**config.mk**
```make
export PLATFORM = sky130hd
export DESIGN_NAME = bist_engine_flat
export DESIGN_NICKNAME = d
export VERILOG_FILES = /design/src/rtl/bist_if.sv /design/src/rtl/bist_engine.sv /design/src/flat_wrapper.sv
export SDC_FILE = /design/constraint.sdc
export NUM_CORES = 1
export LEC_CHECK = 0
export BUFFER_PORTS_ARGS = -buffer_cell sky130_fd_sc_hd__buf_2
export CAP_MARGIN = 25
export CELL_PAD_IN_SITES_DETAIL_PLACEMENT = 1
export CELL_PAD_IN_SITES_GLOBAL_PLACEMENT = 2
export CORE_MARGIN = 2
export CORE_UTILIZATION = 32
export DETAILED_ROUTE_END_ITERATION = 8
export PLACE_DENSITY = 0.73
export SKIP_LAST_GASP = 1
export SLEW_MARGIN = 20
export SYNTH_ARGS = -nofsm -noshare
export SYNTH_HDL_FRONTEND = slang
export SYNTH_SLANG_ARGS = --single-unit
```
**constraint.sdc**
```tcl
create_clock -name clk -period 1.6 [get_ports clk]
set_input_delay 0.32 -clock clk [delete_from_list [all_inputs] [get_ports clk]]
set_output_delay 0.32 -clock clk [all_outputs]
set_load 0.05 [all_outputs]
```
**src/rtl/bist_if.sv**
```systemverilog
// Pin-side and CUT-side signals of the BIST engine, bundled for one connection.
// The engine takes the slave view; the environment or top level takes the master view.
interface bist_if #(
    parameter int N_IN   = 3,
    parameter int N_OUT  = 3,
    parameter int MISR_W = 8
) ();
    logic              bist_start;
    logic              bist_abort;
    logic [N_IN-1:0]   func_in;
    logic [N_OUT-1:0]  dut_out;
    logic              scan_out;
    logic [N_IN-1:0]   dut_in;
    logic              scan_en;
    logic              scan_in;
    logic              bist_running;
    logic              bist_end;
    logic              pass_fail;
    logic [MISR_W-1:0] signature;

    modport master (
        output bist_start, bist_abort, func_in, dut_out, scan_out,
        input  dut_in, scan_en, scan_in, bist_running, bist_end, pass_fail, signature
    );

    modport slave (
        input  bist_start, bist_abort, func_in, dut_out, scan_out,
        output dut_in, scan_en, scan_in, bist_running, bist_end, pass_fail, signature
    );
endinterface

```
**src/rtl/bist_engine.sv**
```systemverilog
// Logic BIST engine: LFSR stimulus, scan shift/capture sequencing, MISR compaction
// of scan and primary outputs, and a final compare against a golden signature.
module bist_engine #(
    parameter int                N_IN       = 3,
    parameter int                N_OUT      = 3,
    parameter int                LFSR_W     = 8,
    parameter logic [LFSR_W-1:0] LFSR_TAPS  = 8'hB8,
    parameter logic [LFSR_W-1:0] LFSR_SEED  = 8'h01,
    parameter int                MISR_W     = 8,
    parameter logic [MISR_W-1:0] MISR_TAPS  = 8'hB8,
    parameter int                SCAN_LEN   = 4,
    parameter int                N_PATTERNS = 8,
    parameter logic [MISR_W-1:0] GOLDEN     = 8'h00
) (
    input  logic  clk,
    input  logic  rst_n,
    bist_if.slave bus
);

    typedef enum logic [2:0] {
        IDLE,
        INIT,
        RUN,
        FLUSH,
        COMPARE,
        DONE
    } state_t;

    localparam int PH_W  = (SCAN_LEN   < 1) ? 1 : $clog2(SCAN_LEN + 1);
    localparam int PAT_W = (N_PATTERNS < 2) ? 1 : $clog2(N_PATTERNS + 1);

    localparam logic [PH_W-1:0]   PH_CAPTURE = PH_W'(SCAN_LEN);
    localparam logic [PH_W-1:0]   PH_LAST_SH = PH_W'(SCAN_LEN - 1);
    localparam logic [PAT_W-1:0]  PAT_LAST   = PAT_W'(N_PATTERNS - 1);
    // An all-zero LFSR would lock up, so a zero seed is promoted to 1.
    localparam logic [LFSR_W-1:0] SEED       = (LFSR_SEED == '0) ? LFSR_W'(1) : LFSR_SEED;

    state_t             state_reg;
    logic [LFSR_W-1:0]  lfsr_reg;
    logic [MISR_W-1:0]  misr_reg;
    logic [PH_W-1:0]    ph_reg;
    logic [PAT_W-1:0]   pat_reg;
    logic               scan_en_reg;
    logic               running_reg;
    logic               end_reg;
    logic               pass_reg;

    logic [LFSR_W-1:0]  lfsr_next;
    logic [MISR_W-1:0]  misr_next;
    logic [MISR_W-1:0]  misr_in;
    logic               in_test;

    // MISR input word: scan_out in bit 0, dut_out above it, zero-extended.
    generate
        for (genvar gi = 0; gi < MISR_W; gi++) begin : g_misr_in
            if (gi == 0) begin : g_scan
                assign misr_in[gi] = bus.scan_out;
            end else if (gi <= N_OUT) begin : g_out
                assign misr_in[gi] = bus.dut_out[gi-1];
            end else begin : g_zero
                assign misr_in[gi] = 1'b0;
            end
        end
    endgenerate

    assign lfsr_next = {lfsr_reg[LFSR_W-2:0], ^(lfsr_reg & LFSR_TAPS)};
    assign misr_next = {misr_reg[MISR_W-2:0], ^(misr_reg & MISR_TAPS)} ^ misr_in;

    assign in_test = (state_reg == INIT) || (state_reg == RUN) ||
                     (state_reg == FLUSH) || (state_reg == COMPARE);

    // The CUT input mux follows the state directly so functional mode is transparent.
    assign bus.dut_in       = in_test ? lfsr_reg[N_IN-1:0] : bus.func_in;
    assign bus.scan_in      = lfsr_reg[N_IN];
    assign bus.scan_en      = scan_en_reg;
    assign bus.bist_running = running_reg;
    assign bus.bist_end     = end_reg;
    assign bus.pass_fail    = pass_reg;
    assign bus.signature    = misr_reg;

    always_ff @(posedge clk or negedge rst_n) begin
        if (!rst_n) begin
            state_reg   <= IDLE;
            lfsr_reg    <= SEED;
            misr_reg    <= '0;
            ph_reg      <= '0;
            pat_reg     <= '0;
            scan_en_reg <= 1'b0;
            running_reg <= 1'b0;
            end_reg     <= 1'b0;
            pass_reg    <= 1'b0;
        end else if (in_test && bus.bist_abort) begin
            state_reg   <= IDLE;
            ph_reg      <= '0;
            pat_reg     <= '0;
            scan_en_reg <= 1'b0;
            running_reg <= 1'b0;
            end_reg     <= 1'b0;
            pass_reg    <= 1'b0;
        end else begin
            case (state_reg)
                IDLE: begin
                    if (bus.bist_start && !bus.bist_abort) begin
                        state_reg   <= INIT;
                        running_reg <= 1'b1;
                    end
                end

                INIT: begin
                    state_reg   <= RUN;
                    lfsr_reg    <= SEED;
                    misr_reg    <= '0;
                    ph_reg      <= '0;
                    pat_reg     <= '0;
                    scan_en_reg <= 1'b1;
                end

                RUN: begin
                    lfsr_reg <= lfsr_next;
                    misr_reg <= misr_next;
                    if (ph_reg == PH_CAPTURE) begin
                        ph_reg      <= '0;
                        scan_en_reg <= 1'b1;
                        if (pat_reg == PAT_LAST) begin
                            pat_reg   <= '0;
                            state_reg <= FLUSH;
                        end else begin
                            pat_reg <= pat_reg + 1'b1;
                        end
                    end else begin
                        ph_reg      <= ph_reg + 1'b1;
                        // Drop scan_en one cycle early so the capture cycle sees it low.
                        scan_en_reg <= (ph_reg != PH_LAST_SH);
                    end
                end

                FLUSH: begin
                    lfsr_reg <= lfsr_next;
                    misr_reg <= misr_next;
                    if (ph_reg == PH_LAST_SH) begin
                        ph_reg      <= '0;
                        scan_en_reg <= 1'b0;
                        state_reg   <= COMPARE;
                    end else begin
                        ph_reg <= ph_reg + 1'b1;
                    end
                end

                COMPARE: begin
                    pass_reg    <= (misr_reg == GOLDEN);
                    end_reg     <= 1'b1;
                    running_reg <= 1'b0;
                    state_reg   <= DONE;
                end

                DONE: begin
                    if (bus.bist_abort) begin
                        state_reg <= IDLE;
                        end_reg   <= 1'b0;
                        pass_reg  <= 1'b0;
                    end else if (bus.bist_start) begin
                        state_reg   <= INIT;
                        end_reg     <= 1'b0;
                        pass_reg    <= 1'b0;
                        running_reg <= 1'b1;
                    end
                end

                default: begin
                    state_reg   <= IDLE;
                    scan_en_reg <= 1'b0;
                    running_reg <= 1'b0;
                    end_reg     <= 1'b0;
                    pass_reg    <= 1'b0;
                end
            endcase
        end
    end

endmodule
```
**src/flat_wrapper.sv**
```systemverilog
// flat-port wrapper written by rule: the top's interface ports become plain ports
module bist_engine_flat 
#(
    parameter int                N_IN       = 3,
    parameter int                N_OUT      = 3,
    parameter int                LFSR_W     = 8,
    parameter logic [LFSR_W-1:0] LFSR_TAPS  = 8'hB8,
    parameter logic [LFSR_W-1:0] LFSR_SEED  = 8'h01,
    parameter int                MISR_W     = 8,
    parameter logic [MISR_W-1:0] MISR_TAPS  = 8'hB8,
    parameter int                SCAN_LEN   = 4,
    parameter int                N_PATTERNS = 8,
    parameter logic [MISR_W-1:0] GOLDEN     = 8'h00
)
  (clk, rst_n, bus_bist_start, bus_bist_abort, bus_func_in, bus_dut_out, bus_scan_out, bus_dut_in, bus_scan_en, bus_scan_in, bus_bist_running, bus_bist_end, bus_pass_fail, bus_signature);
  bist_if #(.N_IN(N_IN), .N_OUT(N_OUT), .MISR_W(MISR_W)) bus_i ();
  input  logic clk;
  input  logic rst_n;
  input wire logic [$bits(bus_i.bist_start)-1:0] bus_bist_start;
  input wire logic [$bits(bus_i.bist_abort)-1:0] bus_bist_abort;
  input wire logic [$bits(bus_i.func_in)-1:0] bus_func_in;
  input wire logic [$bits(bus_i.dut_out)-1:0] bus_dut_out;
  input wire logic [$bits(bus_i.scan_out)-1:0] bus_scan_out;
  output wire logic [$bits(bus_i.dut_in)-1:0] bus_dut_in;
  output wire logic [$bits(bus_i.scan_en)-1:0] bus_scan_en;
  output wire logic [$bits(bus_i.scan_in)-1:0] bus_scan_in;
  output wire logic [$bits(bus_i.bist_running)-1:0] bus_bist_running;
  output wire logic [$bits(bus_i.bist_end)-1:0] bus_bist_end;
  output wire logic [$bits(bus_i.pass_fail)-1:0] bus_pass_fail;
  output wire logic [$bits(bus_i.signature)-1:0] bus_signature;
  assign bus_i.bist_start = bus_bist_start;
  assign bus_i.bist_abort = bus_bist_abort;
  assign bus_i.func_in = bus_func_in;
  assign bus_i.dut_out = bus_dut_out;
  assign bus_i.scan_out = bus_scan_out;
  assign bus_dut_in = bus_i.dut_in;
  assign bus_scan_en = bus_i.scan_en;
  assign bus_scan_in = bus_i.scan_in;
  assign bus_bist_running = bus_i.bist_running;
  assign bus_bist_end = bus_i.bist_end;
  assign bus_pass_fail = bus_i.pass_fail;
  assign bus_signature = bus_i.signature;
  bist_engine #(.N_IN(N_IN), .N_OUT(N_OUT), .LFSR_W(LFSR_W), .LFSR_TAPS(LFSR_TAPS), .LFSR_SEED(LFSR_SEED), .MISR_W(MISR_W), .MISR_TAPS(MISR_TAPS), .SCAN_LEN(SCAN_LEN), .N_PATTERNS(N_PATTERNS), .GOLDEN(GOLDEN)) u_core (.clk(clk), .rst_n(rst_n), .bus(bus_i));
endmodule
```
==> flow_metrics.env <==
export IMPL_nFillCells=608
export IMPL_cts_tree="built"
export IMPL_grt_pass1_vias=1530
export IMPL_crit_fanout=3
export IMPL_synth_avg_cell_area_sq_um=10.6
export IMPL_worstPathArrival_ns=1.53
export IMPL_slew_violations=0
export IMPL_synthAdderAreaFrac_pct=4.44
export IMPL_synth_fp_nets=176
export IMPL_violations="negative setup slack"
export IMPL_path_cells="nor2_4 > xnor2_4 > mux2_4 > buf_6"
export IMPL_start_util_pct=33.1
export IMPL_ioPinCount=27
export IMPL_area_growth_pct=32.6
export IMPL_vdd_drop_max_v=0.000878
export IMPL_synth_compound_area_share_pct=23.0
export IMPL_routedWlPerCell_microns=15.9
export IMPL_synth_top_family_by_area="compound AO/OA/AOI/OAI gates"
export IMPL_finalWorstSetupSlack_ns=-0.250
export IMPL_slew_limit_headroom_pct=72.7
export IMPL_diodes=0
export IMPL_yosysMostFrequentCell="dfrtp_1"
export IMPL_wirelength_microns=4370
export IMPL_cts_inserted_buffers=5
export IMPL_clkTransAtPathRegs_ns=0.07
export IMPL_rsz0062_at_grt="true"
export IMPL_final_min_clock_period_ns=1.85
export IMPL_outcome="finished, violations left"
export IMPL_ys_flop_type="dfrtp_1"
export IMPL_core_region_area_sq_um=5110
export IMPL_ys_warn_count=0
export IMPL_clock_path_buffers=2
export IMPL_num_vias=1378
export IMPL_synth_seq_cells=30
export IMPL_nNetsFinal=220
export IMPL_die_h_microns=76.7
export IMPL_multi_input_area_sq_um=938
export IMPL_synthMuxAreaShare_pct=2.59
export IMPL_drcViolationCount=0
export IMPL_powerDensity_nw_per_um2=1710
export IMPL_slowest_stage="dfrtp_1"
export IMPL_first_pass_iters=4
export IMPL_synthTopCellsByArea="dfrtp_1 43%, a22o_1 9.8%, ha_1 4.4%, xor2_1 3.1%, o21ai_0 2.4%"
export IMPL_port_buffers=26
export IMPL_yosysSeqAreaShare_pct=44.5
export IMPL_ant_nets=0
export IMPL_finalSetupViolations=3
export IMPL_row_count=26
export IMPL_finalCritPeriodShare_pct=116
export IMPL_dpl_cell_area_sq_um=2010
export IMPL_path_class="register to output pin"
export IMPL_yosys_area_share_xor_xnor_pct=5.18
export IMPL_ys_async_sr_fraction_pct=100
export IMPL_grt_ovfl_total=0
export IMPL_synth_simple_area_share_pct=14.5
export IMPL_cts_root_buf="clkbuf_8"
export IMPL_die_x_microns=76.7
export IMPL_drtIter0Drc=54
export IMPL_synth_top_area_cell="dfrtp_1"
export IMPL_final_cell_area_sq_um=2240
export IMPL_synth_edf_count=0
export IMPL_htreeDepth=2
export IMPL_syn_inst=159
export IMPL_gp_congestion=0.795
export IMPL_setup_tns_ns=-0.747
export IMPL_p_leak_uw=0.00107
export IMPL_dieArea_sq_um=5880
export IMPL_syn_area_sq_um=1690
export IMPL_cp_start_kind="register"
export IMPL_maxCapViolCount=0
export IMPL_clkLatencyLatePin_ns=0.29
export IMPL_vias_per_cell=5.03
export IMPL_grt_antenna_before_repair=0
export IMPL_seqCellArea_sq_um=754
export IMPL_worst_pin_slew_ns=0.410
export IMPL_max_stage_delay_ns=0.41
export IMPL_endpoint_kind="output pin"
export IMPL_cts_sinks=30
export IMPL_required_ns=1.28
export IMPL_timing_final_hold_violations=0
export IMPL_grt_pass1_wl_microns=7470
export IMPL_synth_top_area_share_pct=42.9
export IMPL_dp_hpwl_microns=3170
export IMPL_synthTopCellsByCount="29 x dfrtp_1, 19 x a22o_1, 10 x inv_1, 9 x nor2_1, 8 x o21ai_0"
export IMPL_grt_max_degree=19
export IMPL_hold_class="primary input to register"
export IMPL_final_layout_size_suffix_gt1_share_pct=38.7
export IMPL_synth_distinct_cells=44
export IMPL_timing_fmax_mhz=540
export IMPL_skew_ns=0.00369
export IMPL_track_usage_pct=16.0
-- metal layers --
metal | vias to the layer above | GRT usage, % | routed length [microns]
met2 | 26 | 26.5 | 2110
met3 | 6 | 3.53 | 165
met4 | 0 | 6.55 | 74
li1 | 668 | - | -
met1 | 678 | 20.3 | 2020
met5 | - | 0 | 0
-- cell families after synthesis --
kind of cell             count (synthesis)
AO/OA/AOI/OAI                           52
AND/OR/NAND/NOR                         37
flip-flops                              30
buffers and inverters                   20
XOR/XNOR                                10
adder cells (fa/ha/maj)                  6
multiplexers                             4
-- critical path, delay by kind of cell, from the launching register on --
| kind | cells | cell delay, ns |
|---|---|---|
| xor gates and xnor gates | 1 | 0.17 |
| buffers and inverters | 1 | 0.15 |
| DFF | 1 | 0.41 |
| muxes | 1 | 0.33 |
| and+or+nand+nor | 1 | 0.18 |
-- power breakdown --
| part | switching (uW) | internal [uW] |
|---|---|---|
| Sequential | 187 | 955 |
| Combinational | 1210 | 819 |
| Clock | 307 | 345 |
-- layout make-up --
cell class,count,share of cell area [%]
clock buffer,6,3.68
clock inverter,2,0.558
inverter,11,1.84
multi-input combinational,109,41.8
sequential,30,33.6
tap,70,3.90
timing repair buffer,46,14.6
-- timing repair --
| item | CTS | global route |
|---|---|---|
| hold buffers | 1 | 0 |
| pin swaps | 3 | 7 |
| endpoints found under the setup margin | 4 | 7 |
| endpoints found under the hold margin | 15 | 0 |
| setup buffers | 1 | 2 |
| resized for setup | 14 | 12 |
-- layout by cell type, fill, tap and decap left out, types with 2 or more instances in the layout --
cell type,Yosys,final
a211oi_1,2,2
a21oi_1,6,6
a22o_1,19,19
a22oi_1,2,2
a311oi_2,1,2
and2_1,2,2
and3_1,2,2
buf_12,0,2
buf_2,4,23
buf_4,1,17
buf_6,2,3
clkbuf_8,0,6
dfrtp_1,29,27
dfrtp_2,0,2
ha_1,6,5
inv_1,10,8
inv_2,1,3
mux2_4,0,3
nand2_1,7,6
nor2_1,9,8
nor2_4,3,3
nor2b_1,4,4
o21ai_0,8,8
o22ai_1,2,2
xnor2_1,4,3
xor2_1,6,6
-- worst paths after layout --
| kind | start | endpoint | slack (ns) | depth (start not counted) |
|---|---|---|---|---|
| min in group asynchronous | rst_n | u_core.bus.bist_running | 0.49 | 2 |
| max | u_core.state_reg[1] | bus_dut_in[0] | -0.25 | 4 |
| min reg2reg | u_core.lfsr_reg[0] | u_core.lfsr_reg[0] | 0.50 | 2 |
| min | bus_dut_out[0] | u_core.bus.signature[1] | 0.39 | 3 |
| max in group asynchronous | rst_n | u_core.lfsr_reg[0] | 0.61 | 3 |
| max reg2reg | u_core.ph_reg[0] | u_core.state_reg[0] | 0.02 | 5 |
-- per-stage QoR --
step	hold WS (ns)	worst slack [ns]	power, uW	utilization (%)	cells
floorplan	0.0244	-0.0562	2440	-	159
global placement	0.272	0.00238	2900	39.3	263
detailed placement	0.273	-0.0589	2940	39.3	263
CTS	0.392	-0.268	3770	42.7	272
global route	0.414	-0.296	4070	43.9	274
finish	0.394	-0.250	3830	43.9	274
(Power assumes the default switching activity.)
